<file path="config.mk">
export PLATFORM = sky130hd
export DESIGN_NAME = display_arbiter
export DESIGN_NICKNAME = d
export VERILOG_FILES = /design/src/rtl/display_pkg.sv /design/src/rtl/display_arbiter_rr_picker.sv /design/src/rtl/display_arbiter.sv
export SDC_FILE = /design/constraint.sdc
export NUM_CORES = 1
export LEC_CHECK = 0
export ABC_CLOCK_PERIOD_IN_PS = 3000
export BUFFER_PORTS_ARGS = -buffer_cell sky130_fd_sc_hd__buf_2
export CORE_MARGIN = 2
export CORE_UTILIZATION = 51
export CTS_CLUSTER_DIAMETER = 60
export DETAILED_ROUTE_END_ITERATION = 10
export MAX_ROUTING_LAYER = met4
export PLACE_DENSITY = 0.92
export SLEW_MARGIN = 5
export SYNTH_ARGS = -nofsm -noshare
export SYNTH_HDL_FRONTEND = slang
export SYNTH_SLANG_ARGS = --single-unit
</file>
<file path="constraint.sdc">
create_clock -name clk -period 3 [get_ports clk]
set_input_delay 0.15 -clock clk [delete_from_list [all_inputs] [get_ports clk]]
set_output_delay 0.15 -clock clk [all_outputs]
set_load 0.02 [all_outputs]
</file>
<file path="src/rtl/display_pkg.sv">
// Shared constants and state encoding for the seven-segment display arbiter.
package display_pkg;

    localparam logic [3:0]  BLANK_DIGIT = 4'hF;
    localparam int unsigned DIGIT_W     = 32;

    typedef enum logic [1:0] {
        IDLE = 2'd0,
        HOLD = 2'd1,
        OPEN = 2'd2
    } state_e;

    function automatic int unsigned owner_w(input int unsigned n);
        return (n > 1) ? $clog2(n) : 1;
    endfunction

endpackage

</file>
<file path="src/rtl/display_arbiter_rr_picker.sv">
// Combinational round-robin search: first requester at or after start_i that is not excluded.
module rr_picker #(
    parameter int unsigned NREQ = 4,
    parameter int unsigned IW   = 2
) (
    input  logic [NREQ-1:0] req_i,
    input  logic [IW-1:0]   start_i,
    input  logic [NREQ-1:0] excl_i,
    output logic            valid_o,
    output logic [IW-1:0]   winner_o
);

    always_comb begin
        int unsigned idx;
        valid_o  = 1'b0;
        winner_o = '0;
        idx      = 0;
        for (int unsigned i = 0; i < NREQ; i++) begin
            idx = (32'(start_i) + i) % NREQ;
            if (!valid_o && req_i[idx] && !excl_i[idx]) begin
                valid_o  = 1'b1;
                winner_o = IW'(idx);
            end
        end
    end

endmodule

</file>
<file path="src/rtl/display_arbiter.sv">
// Round-robin owner of the 8-digit seven-segment display with a minimum hold time per grant.
module display_arbiter #(
    parameter int unsigned NREQ        = 4,
    parameter int unsigned HOLD_CYCLES = 50_000_000,
    parameter logic [3:0]  BLANK_DIGIT = display_pkg::BLANK_DIGIT
) (
    input  logic                                  clk,
    input  logic                                  reset_n,
    input  logic [NREQ-1:0]                       req,
    input  logic [NREQ*display_pkg::DIGIT_W-1:0]  digits_in,
    output logic [NREQ-1:0]                       grant,
    output logic [3:0]                            d0,
    output logic [3:0]                            d1,
    output logic [3:0]                            d2,
    output logic [3:0]                            d3,
    output logic [3:0]                            d4,
    output logic [3:0]                            d5,
    output logic [3:0]                            d6,
    output logic [3:0]                            d7,
    output logic                                  busy,
    output logic                                  hold_active
);

    import display_pkg::*;

    localparam int unsigned   IW       = owner_w(NREQ);
    localparam int unsigned   CW       = $clog2(HOLD_CYCLES);
    localparam logic [CW-1:0] CNT_LAST = CW'(HOLD_CYCLES - 1);

    state_e               state_q, state_d;
    logic [NREQ-1:0]      grant_q, grant_d;
    logic [IW-1:0]        last_q, last_d;
    logic [CW-1:0]        cnt_q, cnt_d;
    logic [DIGIT_W-1:0]   dig_q, dig_d;
    logic [IW-1:0]        start;
    logic                 pick_valid;
    logic [IW-1:0]        pick_idx;
    logic                 owner_req;
    logic                 take;
    logic                 go_idle;

    // last always names the current owner, so one search start serves every state.
    assign start     = (last_q == IW'(NREQ - 1)) ? '0 : last_q + IW'(1);
    // Masking by grant keeps X on non-owner requests out of the hold decision.
    assign owner_req = |(req & grant_q);

    rr_picker #(
        .NREQ (NREQ),
        .IW   (IW)
    ) u_picker (
        .req_i    (req),
        .start_i  (start),
        .excl_i   (grant_q),
        .valid_o  (pick_valid),
        .winner_o (pick_idx)
    );

    always_comb begin
        state_d = state_q;
        grant_d = grant_q;
        last_d  = last_q;
        cnt_d   = cnt_q;
        dig_d   = digits_in[DIGIT_W*last_q +: DIGIT_W];
        take    = 1'b0;
        go_idle = 1'b0;

        unique case (state_q)
            IDLE: take = pick_valid;
            HOLD: begin
                if (!owner_req) begin
                    take    = pick_valid;
                    go_idle = !pick_valid;
                end else if (cnt_q == CNT_LAST) begin
                    // A waiting requester rotates in on expiry without an OPEN dwell cycle.
                    take = pick_valid;
                    if (!pick_valid) state_d = OPEN;
                end else if (cnt_q != '1) begin
                    cnt_d = cnt_q + CW'(1);
                end
            end
            OPEN: begin
                take    = pick_valid;
                go_idle = !owner_req && !pick_valid;
            end
            default: go_idle = 1'b1;
        endcase

        if (take) begin
            state_d           = HOLD;
            grant_d           = '0;
            grant_d[pick_idx] = 1'b1;
            last_d            = pick_idx;
            cnt_d             = '0;
            dig_d             = digits_in[DIGIT_W*pick_idx +: DIGIT_W];
        end
        if (go_idle) begin
            state_d = IDLE;
            grant_d = '0;
            cnt_d   = '0;
        end
        if (state_d == IDLE) dig_d = {8{BLANK_DIGIT}};
    end

    always_ff @(posedge clk or negedge reset_n) begin
        if (!reset_n) begin
            state_q <= IDLE;
            grant_q <= '0;
            last_q  <= IW'(NREQ - 1);
            cnt_q   <= '0;
            dig_q   <= {8{BLANK_DIGIT}};
        end else begin
            state_q <= state_d;
            grant_q <= grant_d;
            last_q  <= last_d;
            cnt_q   <= cnt_d;
            dig_q   <= dig_d;
        end
    end

    assign grant       = grant_q;
    assign busy        = (state_q != IDLE);
    assign hold_active = (state_q == HOLD);
    assign {d7, d6, d5, d4, d3, d2, d1, d0} = dig_q;

endmodule
</file>
==> flow_metrics.env <==
export IMPL_status="finished clean"
export IMPL_layout_drive_gt1_share_pct=32.2
export IMPL_fillers=745
export IMPL_min_period_over_period_pct=89.0
export IMPL_fp_dieW_um=103
export IMPL_period_needed_ps=2670
export IMPL_cts_tree="yes"
export IMPL_finalSetupViolCount=0
export IMPL_worstSkewPairLatency_ps=360
export IMPL_setup_ws_ps=330
export IMPL_tightest_slew_ps=632
export IMPL_cp_required_ps=3300
export IMPL_port_buffers=171
export IMPL_maxSlewViolCount=0
export IMPL_synth_edff_count=0
export IMPL_vias=5393
export IMPL_dieArea_sq_um=10500
export IMPL_worstPathMaxFanout=54
export IMPL_synth_compound_area_share_pct=28.9
export IMPL_postSynthAreaPerCell_sq_um=8.10
export IMPL_path_clk_slew_ps=80
export IMPL_rsz0062_at_grt="no"
export IMPL_ff_latch_area_sq_um=1690
export IMPL_die_h_um=103
export IMPL_dr_pass1_iters=5
export IMPL_cts_setup_buffers=0
export IMPL_num_rows=35
export IMPL_yosysUniqueCellTypes=47
export IMPL_syn_nets=748
export IMPL_synth_top_family_by_area="compound AO/OA/AOI/OAI gates"
export IMPL_drv_cap=0
export IMPL_finalClockSkew_ps=17.7
export IMPL_place_ws_ps=363
export IMPL_finalSetupTns_ps=0
export IMPL_drtIter0Drc=432
export IMPL_ys_seq_area_share_pct=34.2
export IMPL_core_sq_um=9330
export IMPL_place_hpwl_mm=10.7
export IMPL_grt_total_usage_pct=29.5
export IMPL_worstSetupPathType="reg -> reg"
export IMPL_synth_seq_cells=66
export IMPL_p_leak_nw=2.84
export IMPL_r2r_slack_ps=330
export IMPL_crit_path_end_kind="flop"
export IMPL_synth_area_sq_um=4960
export IMPL_hold_buffers=0
export IMPL_relSlewSlack_pct=57.8
export IMPL_routabilityCongestion=0.894
export IMPL_io_pins=172
export IMPL_synth_warning_count=0
export IMPL_wl_per_cell_um=17.3
export IMPL_cp_start_kind="flop"
export IMPL_synth_top_flop_cell="dfstp_2"
export IMPL_max_vdd_ir_drop_mv=0.718
export IMPL_hold_path_class="in -> async"
export IMPL_synth_xor_area_share_pct=4.06
export IMPL_fmax_ghz=0.375
export IMPL_wl_mm=15.4
export IMPL_initial_utilization_pct=53.2
export IMPL_power_density_nw_per_um2=1140
export IMPL_synth_fa_ha_area_share_pct=0.505
export IMPL_synthCells=612
export IMPL_areaGrowthSynthToFinish_pct=23.0
export IMPL_grt_max_degree=66
export IMPL_grt_pass1_vias=5242
export IMPL_cp_arrival_ps=2970
export IMPL_detail_route_antenna_nets=0
export IMPL_grt_pass1_wl_mm=23.9
export IMPL_synthMuxAreaShare_pct=0.202
export IMPL_multiInputGateArea_sq_um=2890
export IMPL_cts_buffers=9
export IMPL_hold_violations=0
export IMPL_ctsResizeCount=0
export IMPL_synthSimpleGateAreaFrac_pct=23.8
export IMPL_cts_root_buf="clkbuf_8"
export IMPL_via_per_inst=6.07
export IMPL_antenna_found_initial=0
export IMPL_htree_levels=3
export IMPL_clockBufferDepth=2
export IMPL_route_detailed_drc=0
export IMPL_async_flop_share_pct=100
export IMPL_num_nets_final=889
export IMPL_gr_total_overflow=0
export IMPL_cts_sinks=66
## worst paths after layout
path                                 from   endpoint  depth (start not counted)
max in group asynchronous         reset_n   cnt_q[5]                          2
min in group clk           digits_in[111]  dig_q[15]                          3
hold reg to reg                 cnt_q[25]  cnt_q[25]                          2
setup / recovery                cnt_q[12]   dig_q[9]                          8
hold / removal                    reset_n  dig_q[23]                          1
setup reg to reg                cnt_q[12]   dig_q[9]                          8
## flip-flops by register name, indices dropped and copies added, names as in the netlist
name / cells
dig_q: 32
cnt_q: 26
grant: 4
last_q: 2
state_q: 2
## power breakdown
group | switching (mW) | internal [mW] | leakage (nW)
logic | 2.77 | 1.88 | 1.95
clock network | 0.374 | 0.408 | 0.0966
registers | 0.127 | 1.37 | 0.796
## routing by layer
layer / wire length (um) / GRT usage [%] / vias up
li1: - / - / 2512
met1: 5940 / 34.2 / 2564
met2: 8050 / 49.8 / 278
met3: 968 / 5.36 / 39
met4: 410 / 13.2 / 0
met5: 0 / - / -
## worst max-delay path: stages (launching register included)
cell and delay (ps):
dfrtp_1 430, nand4_1 170, or4_4 570, o211ai_4 250
buf_4 470, a21oi_1 140, a31oi_1 260, o211ai_1 130
a21o_1 180
## cell type report
| class | instances | share of cell area [%] |
|---|---|---|
| Sequential cell | 66 | 27.8 |
| Multi-Input combinational cell | 447 | 47.4 |
| Clock buffer | 12 | 2.38 |
| Antenna cell | 1 | 0.0410 |
| Clock inverter | 4 | 0.841 |
| Inverter | 43 | 2.65 |
| Tap cell | 129 | 2.65 |
| Timing Repair Buffer | 186 | 16.3 |
## layout by cell type (no fill, tap or decap), types with 3 or more instances in the layout
master and count:
dfstp_2 34, o21ai_0 6, clkbuf_8 10, and3_1 35
a31oi_1 34, xnor2_1 23, nor4_1 13, inv_1 43
nor2_1 33, o211ai_1 32, and2_1 34, a22o_1 3
buf_4 13, nand2_1 51, a21oi_1 37, nand2b_1 4
dfrtp_1 32, a221o_1 32, nand4_1 8, buf_2 171
and4_1 4, nand3_1 13, a21o_1 34, nor3_1 17
nor2b_1 4
## kinds of logic (layout without fill, tap and decap cells)
family | Yosys count | in the layout
muxes | 1 | 1
and+or+nand+nor | 224 | 224
DFF | 66 | 66
AOI/OAI and AO/OA | 197 | 197
buffers and inverters | 99 | 245
adders and majority gates | 2 | 2
other | 0 | 1
xor gates and xnor gates | 23 | 23
## metrics by stage
step                      std cells  utilization [%]  instance area, sq um  hold slack, ps  total power, mW
after floorplan                 612                -                  4960            -146             5.10
after global placement          871             63.3                  5900             382             5.88
after detailed placement        871             63.3                  5900             409             6.09
after CTS                       887             65.4                  6100            25.0             6.89
after global routing            887             65.4                  6100            44.0             7.42
final                           888             65.4                  6100            16.6             6.94
## Yosys cell counts, drive strengths merged, types with 15 or more instances
library cell	count	area, sq um
xnor2	23	201
dfstp	34	893
a21o	34	255
and3	35	219
inv	43	161
a31oi	35	219
buf	15	98.8
a21oi	38	190
a221o	32	320
nand2	51	191
nor3	17	85.1
and2	34	213
clkbuf	41	154
o211ai	33	262
nor2	33	124
dfrtp	32	801
Note: power is estimated with default switching activity, not from simulation.
